**src/rtl/inst_fetch_if.sv**
```systemverilog
// Fetch-stage bundle: memory-controller request, decoder hand-off,
// branch-predictor next PC and reorder-buffer flush, as seen by inst_fetch.
interface inst_fetch_if #(
    parameter int AddressWidth = 32
);
    logic                    if_mc_en_out;
    logic [AddressWidth-1:0] if_mc_addr_out;
    logic                    mc_if_done_in;
    logic [31:0]             mc_if_data_in;

    logic                    if_decoder_en_out;
    logic [31:0]             if_decoder_inst_out;
    logic [AddressWidth-1:0] if_decoder_pc_out;
    logic                    decoder_if_stall_in;

    logic                    bp_if_en_in;
    logic [AddressWidth-1:0] bp_if_pc_in;

    logic                    rob_if_flush_in;
    logic [AddressWidth-1:0] rob_if_pc_in;

    modport master (
        output if_mc_en_out,
        output if_mc_addr_out,
        input  mc_if_done_in,
        input  mc_if_data_in,
        output if_decoder_en_out,
        output if_decoder_inst_out,
        output if_decoder_pc_out,
        input  decoder_if_stall_in,
        input  bp_if_en_in,
        input  bp_if_pc_in,
        input  rob_if_flush_in,
        input  rob_if_pc_in
    );

    modport slave (
        input  if_mc_en_out,
        input  if_mc_addr_out,
        output mc_if_done_in,
        output mc_if_data_in,
        input  if_decoder_en_out,
        input  if_decoder_inst_out,
        input  if_decoder_pc_out,
        output decoder_if_stall_in,
        output bp_if_en_in,
        output bp_if_pc_in,
        output rob_if_flush_in,
        output rob_if_pc_in
    );
endinterface

```
**src/rtl/inst_fetch.sv**
```systemverilog
// Instruction fetch stage: owns the fetch PC, one outstanding memory read, one instruction to decode.
// Define ICACHE_EN to add a direct-mapped single-word-line I-cache in front of memory.
module inst_fetch #(
    parameter int AddressWidth      = 32,
    parameter int ICACHE_INDEX_BITS = 7
) (
    input  logic         clk_in,
    input  logic         rst_in,
    input  logic         rdy_in,
    inst_fetch_if.master bus
);
    typedef enum logic [1:0] {
        IDLE,
        FETCH,
        READY,
        DRAIN
    } state_t;

    state_t                  state_q, state_d;
    logic [AddressWidth-1:0] pc_q, pc_d;
    logic                    mc_en_q, mc_en_d;
    logic [AddressWidth-1:0] mc_addr_q, mc_addr_d;
    logic                    dec_en_q, dec_en_d;
    logic [31:0]             dec_inst_q, dec_inst_d;
    logic [AddressWidth-1:0] dec_pc_q, dec_pc_d;

    logic                    flush;
    logic                    issue;
    logic                    mc_done;
    logic                    hit;
    logic [31:0]             hit_data;

    assign flush   = bus.rob_if_flush_in;
    assign issue   = dec_en_q & ~bus.decoder_if_stall_in;
    assign mc_done = bus.mc_if_done_in;

`ifdef ICACHE_EN
    localparam int Lines  = 1 << ICACHE_INDEX_BITS;
    localparam int TagLsb = ICACHE_INDEX_BITS + 2;
    localparam int TagW   = AddressWidth - TagLsb;

    logic [Lines-1:0]             line_vld;
    logic [TagW-1:0]              line_tag  [Lines];
    logic [31:0]                  line_data [Lines];
    logic [ICACHE_INDEX_BITS-1:0] rd_idx;
    logic [ICACHE_INDEX_BITS-1:0] wr_idx;
    logic                         fill_we;

    // Lookup uses the fetch PC; fills use the address the memory request was issued for,
    // which differs from the PC once a flush has redirected fetch during DRAIN.
    assign rd_idx   = pc_q[TagLsb-1:2];
    assign wr_idx   = mc_addr_q[TagLsb-1:2];
    assign hit      = line_vld[rd_idx] && (line_tag[rd_idx] == pc_q[AddressWidth-1:TagLsb]);
    assign hit_data = line_data[rd_idx];
    assign fill_we  = mc_en_q & mc_done;

    always_ff @(posedge clk_in or posedge rst_in) begin
        if (rst_in) begin
            line_vld <= '0;
        end else if (rdy_in && fill_we) begin
            line_vld[wr_idx] <= 1'b1;
        end
    end

    always_ff @(posedge clk_in) begin
        if (rdy_in && fill_we) begin
            line_tag[wr_idx]  <= mc_addr_q[AddressWidth-1:TagLsb];
            line_data[wr_idx] <= bus.mc_if_data_in;
        end
    end
`else
    assign hit      = 1'b0;
    assign hit_data = '0;
`endif

    always_ff @(posedge clk_in or posedge rst_in) begin
        if (rst_in) begin
            state_q    <= IDLE;
            pc_q       <= '0;
            mc_en_q    <= 1'b0;
            mc_addr_q  <= '0;
            dec_en_q   <= 1'b0;
            dec_inst_q <= '0;
            dec_pc_q   <= '0;
        end else if (rdy_in) begin
            state_q    <= state_d;
            pc_q       <= pc_d;
            mc_en_q    <= mc_en_d;
            mc_addr_q  <= mc_addr_d;
            dec_en_q   <= dec_en_d;
            dec_inst_q <= dec_inst_d;
            dec_pc_q   <= dec_pc_d;
        end
    end

    // Flush is checked first in every state; an in-flight memory read is never abandoned.
    always_comb begin
        state_d    = state_q;
        pc_d       = pc_q;
        mc_en_d    = mc_en_q;
        mc_addr_d  = mc_addr_q;
        dec_en_d   = dec_en_q;
        dec_inst_d = dec_inst_q;
        dec_pc_d   = dec_pc_q;

        case (state_q)
            IDLE: begin
                if (flush) begin
                    pc_d = bus.rob_if_pc_in;
                end else if (hit) begin
                    state_d    = READY;
                    dec_en_d   = 1'b1;
                    dec_inst_d = hit_data;
                    dec_pc_d   = pc_q;
                end else begin
                    state_d   = FETCH;
                    mc_en_d   = 1'b1;
                    mc_addr_d = pc_q;
                end
            end

            FETCH: begin
                if (flush) begin
                    pc_d = bus.rob_if_pc_in;
                    if (mc_done) begin
                        mc_en_d = 1'b0;
                        state_d = IDLE;
                    end else begin
                        state_d = DRAIN;
                    end
                end else if (mc_done) begin
                    mc_en_d    = 1'b0;
                    dec_en_d   = 1'b1;
                    dec_inst_d = bus.mc_if_data_in;
                    dec_pc_d   = pc_q;
                    state_d    = READY;
                end
            end

            READY: begin
                if (flush) begin
                    pc_d     = bus.rob_if_pc_in;
                    dec_en_d = 1'b0;
                    state_d  = IDLE;
                end else if (issue) begin
                    pc_d     = bus.bp_if_en_in ? bus.bp_if_pc_in : pc_q + AddressWidth'(4);
                    dec_en_d = 1'b0;
                    state_d  = IDLE;
                end
            end

            DRAIN: begin
                if (flush) begin
                    pc_d = bus.rob_if_pc_in;
                end
                if (mc_done) begin
                    mc_en_d = 1'b0;
                    state_d = IDLE;
                end
            end

            default: begin
                state_d = IDLE;
            end
        endcase
    end

    assign bus.if_mc_en_out        = mc_en_q;
    assign bus.if_mc_addr_out      = mc_addr_q;
    assign bus.if_decoder_en_out   = dec_en_q;
    assign bus.if_decoder_inst_out = dec_inst_q;
    assign bus.if_decoder_pc_out   = dec_pc_q;
endmodule

```
**src/flat_wrapper.sv**
```systemverilog
// flat-port wrapper written by rule: the top's interface ports become plain ports
module inst_fetch_flat 
#(
    parameter int AddressWidth      = 32,
    parameter int ICACHE_INDEX_BITS = 7
)
  (clk_in, rst_in, rdy_in, bus_if_mc_en_out, bus_if_mc_addr_out, bus_mc_if_done_in, bus_mc_if_data_in, bus_if_decoder_en_out, bus_if_decoder_inst_out, bus_if_decoder_pc_out, bus_decoder_if_stall_in, bus_bp_if_en_in, bus_bp_if_pc_in, bus_rob_if_flush_in, bus_rob_if_pc_in);
  inst_fetch_if #(.AddressWidth(AddressWidth)) bus_i ();
  input  logic clk_in;
  input  logic rst_in;
  input  logic rdy_in;
  output wire logic [$bits(bus_i.if_mc_en_out)-1:0] bus_if_mc_en_out;
  output wire logic [$bits(bus_i.if_mc_addr_out)-1:0] bus_if_mc_addr_out;
  input wire logic [$bits(bus_i.mc_if_done_in)-1:0] bus_mc_if_done_in;
  input wire logic [$bits(bus_i.mc_if_data_in)-1:0] bus_mc_if_data_in;
  output wire logic [$bits(bus_i.if_decoder_en_out)-1:0] bus_if_decoder_en_out;
  output wire logic [$bits(bus_i.if_decoder_inst_out)-1:0] bus_if_decoder_inst_out;
  output wire logic [$bits(bus_i.if_decoder_pc_out)-1:0] bus_if_decoder_pc_out;
  input wire logic [$bits(bus_i.decoder_if_stall_in)-1:0] bus_decoder_if_stall_in;
  input wire logic [$bits(bus_i.bp_if_en_in)-1:0] bus_bp_if_en_in;
  input wire logic [$bits(bus_i.bp_if_pc_in)-1:0] bus_bp_if_pc_in;
  input wire logic [$bits(bus_i.rob_if_flush_in)-1:0] bus_rob_if_flush_in;
  input wire logic [$bits(bus_i.rob_if_pc_in)-1:0] bus_rob_if_pc_in;
  assign bus_if_mc_en_out = bus_i.if_mc_en_out;
  assign bus_if_mc_addr_out = bus_i.if_mc_addr_out;
  assign bus_i.mc_if_done_in = bus_mc_if_done_in;
  assign bus_i.mc_if_data_in = bus_mc_if_data_in;
  assign bus_if_decoder_en_out = bus_i.if_decoder_en_out;
  assign bus_if_decoder_inst_out = bus_i.if_decoder_inst_out;
  assign bus_if_decoder_pc_out = bus_i.if_decoder_pc_out;
  assign bus_i.decoder_if_stall_in = bus_decoder_if_stall_in;
  assign bus_i.bp_if_en_in = bus_bp_if_en_in;
  assign bus_i.bp_if_pc_in = bus_bp_if_pc_in;
  assign bus_i.rob_if_flush_in = bus_rob_if_flush_in;
  assign bus_i.rob_if_pc_in = bus_rob_if_pc_in;
  inst_fetch #(.AddressWidth(AddressWidth), .ICACHE_INDEX_BITS(ICACHE_INDEX_BITS)) u_core (.clk_in(clk_in), .rst_in(rst_in), .rdy_in(rdy_in), .bus(bus_i));
endmodule
```
**config.mk**
```make
export PLATFORM = sky130hd
export DESIGN_NAME = inst_fetch_flat
export DESIGN_NICKNAME = d
export VERILOG_FILES = /design/src/rtl/inst_fetch_if.sv /design/src/rtl/inst_fetch.sv /design/src/flat_wrapper.sv
export SDC_FILE = /design/constraint.sdc
export NUM_CORES = 1
export LEC_CHECK = 0
export ABC_AREA = 1
export BUFFER_PORTS_ARGS = -buffer_cell sky130_fd_sc_hd__clkbuf_2
export CORE_MARGIN = 2
export CORE_UTILIZATION = 48
export CTS_BUF_LIST = sky130_fd_sc_hd__clkbuf_8
export DETAILED_ROUTE_END_ITERATION = 10
export PLACE_DENSITY = 0.88
export SLEW_MARGIN = 20
export SYNTH_ARGS = -nofsm -noshare
export SYNTH_HDL_FRONTEND = slang
export SYNTH_SLANG_ARGS = --single-unit
```
**constraint.sdc**
```tcl
create_clock -name clk_in -period 3.57 [get_ports clk_in]
set_input_delay 0.357 -clock clk_in [delete_from_list [all_inputs] [get_ports clk_in]]
set_output_delay 0.357 -clock clk_in [all_outputs]
set_load 0.05 [all_outputs]
```
# Yosys cells after proc, flatten, opt, wreduce, memory -nomap -nowiden
# Index checks and enable logic that the tools add are counted.
# totals
ff_bits	132
inputBits	103
# classes
add_sub_neg	1
n_eq_ne	11
muxes	21
bitwise_logic	3
reduce_logical	11
# op_table
operator	n
$mux W32	4
$pmux W32 S2	1
$add A32 B3 Y32 const B	1
$mux W2	7
$reduce_and A5 Y1	2
$ne A2 B2 Y1 const B	4
$pmux W2 S4	1
$reduce_and A4 Y1	2
$mux W1	6
$reduce_and A3 Y1	2
$eq A2 B2 Y1 const B	2
$ne A2 B1 Y1 const B	2
$pmux W1 S2	2
$reduce_bool A2 Y1	2
$ne A3 B2 Y1 const B	1
$ne A3 B3 Y1 const B	1
$reduce_or A3 Y1	1
$eq A2 B1 Y1 const B	1
$logic_not A2 Y1	1
$not A1 Y1	2
$reduce_or A2 Y1	1
$and A1 B1 Y1	1

# Logic depth before layout (Yosys ltp)
# logic_depth
ltp_word	5
mapped_depth	10
depth_no_buf	10

# Worst setup path before layout
# Ideal clock, no wire load.
# synth_path
path_kind	reg2reg
from	register u_core.dec_en_q (netlist: u_core.bus.if_decoder_en_out)
to	register u_core.pc_q[22]
setup_time_ns	0.122
arrival_time_ns	1.500
t_required_ns	3.448
setup_slack_ns	1.948
stages_incl_launch_ff	9
n_path_buf	1
period_less_slack_ns	1.622
path_cell_list	dfrtp_1 > inv_1 > nor2_1 > nor2_4 > nor2_4 > o21ai_4 > buf_2 > a21oi_1 > a21oi_1
# synth_via
elab_chain_cells	3
# synth_lines
item	line_no	text
start: declaration	inst_fetch.sv:23	logic dec_en_q, dec_en_d;
start signal: assignment	inst_fetch.sv:90	dec_en_q <= dec_en_d;
$and A1 B1 Y1	inst_fetch.sv:34	assign issue = dec_en_q & ~bus.decoder_if_stall_in;
$ne A3 B2 Y1 (no source line)	--	
$reduce_and A3 Y1 (no source line)	--	
end signal: assignment	inst_fetch.sv:87	pc_q <= pc_d;
end: declaration	inst_fetch.sv:20	logic [AddressWidth-1:0] pc_q, pc_d;
# No other way between the ends.
# A chain may end at the register's enable or synchronous reset.

# Worst setup path in the final report
# layout_path
from	register u_core.state_q[0]
to	register u_core.pc_q[11]
# layout_via
elab_chain_cells	4
# layout_lines
item	line_no	text
start: declaration	inst_fetch.sv:19	state_t state_q, state_d;
start signal: assignment	inst_fetch.sv:86	state_q <= state_d;
$eq A2 B1 Y1 (tied with other cells)	inst_fetch.sv:106	case (state_q)
$reduce_or A3 Y1 (no source line)	--	
$ne A2 B1 Y1 (no source line)	--	
$reduce_and A3 Y1 (no source line)	--	
# Several ways; a longest one is shown, not always the timed one.

==> results_dict.tcl <==
set metrics [dict create \
    status "finished, final reports clean" \
    cp_max_fo 52 \
    grt_usage 0.255 \
    timing.final.ws_setup_ps 1270 \
    worstReg2RegEnd "u_core.pc_q[11]" \
    antenna_found_initial 0 \
    irDropWorstVdd_mv 0.495 \
    grt_pass1_vias 5787 \
    critPathArrivalTime_ps 2620 \
    avgSynthCellArea_um2 7.63 \
    clkLatencyLatePin_ps 430 \
    cts_tree "yes" \
    pre_cts_slack_ps 1250 \
    dr.first_iter.drc_count 566 \
    max_freq_ghz 0.435 \
    clock_sinks 132 \
    min_period_ps 2300 \
    worstMarginPinSlew_ps 930 \
    nNetsFinal 1131 \
    ctsLongestPathBuffers 2 \
    synth.ff_latch_count 132 \
    timing.final.crit_share 0.643 \
    leakage_nw 4.25 \
    syn_area_um2 6410 \
    regArea_um2 3300 \
    cts-htree-levels 4 \
    grt_pass1_wl_mm 28.7 \
    skew_ps 11.5 \
    via_per_inst 5.10 \
    ant_nets 0 \
    synth-warning-count 0 \
    synth_top_cell_by_area "dfrtp_1" \
    syn_to_final_growth_pct 23.7 \
    p_per_area_nw_per_um2 1050 \
    cts_root_buf "clkbuf_8" \
    r2r_cells 9 \
    yosysUniqueCellTypes 36 \
    worstSetupEndpoint "u_core.pc_q[11]" \
    initial_core_util 0.488 \
    drc_errors 0 \
    die-area_um2 14300 \
    power_mw 8.31 \
    start_kind "flop" \
    die_h_um 120 \
    multi_input_area_um2 2740 \
    cp.required_ps 3890 \
    antenna_cells 0 \
    min_path_type "input port to flop" \
    drv_cap 0 \
    core-area_um2 13100 \
    yosysTopAreaCellShare 0.516 \
    post-cts-setup-buffers 0 \
    synth.yosys.seq_area_share 0.516 \
    ff2ff_setup_slack_ps 1270 \
    std_cell_rows 42 \
    r2r_start "u_core.state_q[0]" \
    fillers 1221 \
    drv_slew 0 \
    holdBufCountCts 1 \
    gp_congestion 0.971 \
    dp_hpwl_mm 12.7 \
    vias 6206 \
    io_pins 201 \
    rsz0062_at_grt "false" \
    die_x_um 120 \
    layout_common_cells "nand2_1 (295), clkbuf_2 (200), dfrtp_1 (132), nor2_1 (116)" \
    end_kind "flop" \
    grt_max_degree 95 \
    crit_type "flop to flop" \
    port_buffers 200 \
    cts_made_buffers 17 \
    final-setup-viol-count 0 \
    layout_commonest_cell "nand2_1" \
    timing_hold_violations_final 0 \
    dr.pass1.iters 5 \
    ys_top_cells_by_area "dfrtp_1 (52%), nand2_1 (17%), nor2_1 (6.8%)" \
    synth_cells 840 \
    grt_overflow_total 0 \
    synth_fp_nets 944 \
    setup-tns-final_ps 0 \
    relSlewSlack 0.380 \
    holdWs_ps 118 \
    finalWirelength_mm 17.7 \
    clk_pin_slew_ps 80 \
    drive_gt1_frac 0.246 \
    ctsResizeCount 0 \
    wire_per_inst_um 14.5 \
    crit_start "u_core.state_q[0]" \
]
[registers in the layout (all words and copies together), names as in the netlist]
signal and flops:
u_core.bus.if_decoder_en_out 1, u_core.bus.if_decoder_inst_out 32, u_core.bus.if_decoder_pc_out 32, u_core.bus.if_mc_addr_out 32, u_core.bus.if_mc_en_out 1, u_core.pc_q 32
u_core.state_q 2
[kinds of logic after synthesis]
| logic type | share of synthesized area |
|---|---|
| AO/OA/AOI/OAI | 0.121 |
| AND/OR/NAND/NOR | 0.289 |
| multiplexers | 0.00703 |
| buffers and inverters | 0.0594 |
| adder cells (fa/ha/maj) | 0.00195 |
| XOR/XNOR | 0.00684 |
| flip-flops | 0.516 |
[through the flow]
step,utilization,area (um2),instances
global route,0.603,7930,1216
global placement,0.571,7500,1183
detailed placement,0.571,7500,1183
CTS,0.603,7920,1216
finish,0.603,7930,1216
floorplan,-,6410,840
[per-layer routing]
metal,vias up,global-route usage,part of all wire
met5,-,0,0
met1,2839,0.354,0.43
li1,3052,-,-
met3,27,0.0589,0.076
met4,0,0.0816,0.020
met2,288,0.398,0.47
[final cells by class]
type                       count  share of cell area
clock buffer                  20              0.0347
clock inverter                12              0.0174
inverter                      52              0.0254
multi-input combinational    620               0.346
sequential                   132               0.417
tap                          176              0.0278
timing repair buffer         204               0.132
[critical path, stage by stage (launching register included)]
cell	delay, ps
dfrtp_1	450
nor2_8	180
nand2_4	310
nor2_4	230
nor2_4	60
o21ai_4	290
inv_4	330
o21a_1	210
nand2_1	60
nand2_1	50
[power breakdown]
part	switching, mW	internal [mW]
combinational	3.26	0.979
clock	0.554	0.735
sequential	0.566	2.21
total	4.38	3.93
[worst min path at each step]
stage / start / cells after the start / slack [ps] / endpoint
after detailed placement: rst_in / 2 / 250 / u_core.bus.if_decoder_inst_out[20]
after floorplan: u_core.pc_q[0] / 2 / 460 / u_core.pc_q[0]
after CTS: bus_mc_if_data_in[3] / 3 / 90 / u_core.bus.if_decoder_inst_out[3]
after global placement: rst_in / 2 / 250 / u_core.bus.if_decoder_inst_out[20]
final: bus_mc_if_data_in[31] / 3 / 120 / u_core.bus.if_decoder_inst_out[31]
after global routing: bus_mc_if_data_in[28] / 3 / 90 / u_core.bus.if_decoder_inst_out[28]
[cell usage after synthesis]
cell        n
nand2_1   296
dfrtp_1   132
nor2_1    116
a21oi_1    48
o21ai_0    48
inv_1      46
nand3_1    40
o21ai_1    36
buf_2      17
clkbuf_1   13
o211ai_1    6
inv_2       5
mux2_2      4
buf_6       3
nor2_2      3
xor2_1      3
a31oi_1     2
buf_1       2
nor2_4      2
xnor2_1     2
a21boi_0    1
a21o_1      1
buf_4       1
ha_1        1
inv_4       1
nand2_2     1
nand2_4     1
nand4_1     1
nor2_8      1
nor3_1      1
nor4_1      1
o21a_1      1
o21ai_2     1
o21ai_4     1
o22ai_1     1
or2_2       1
(Power assumes the default switching activity.)
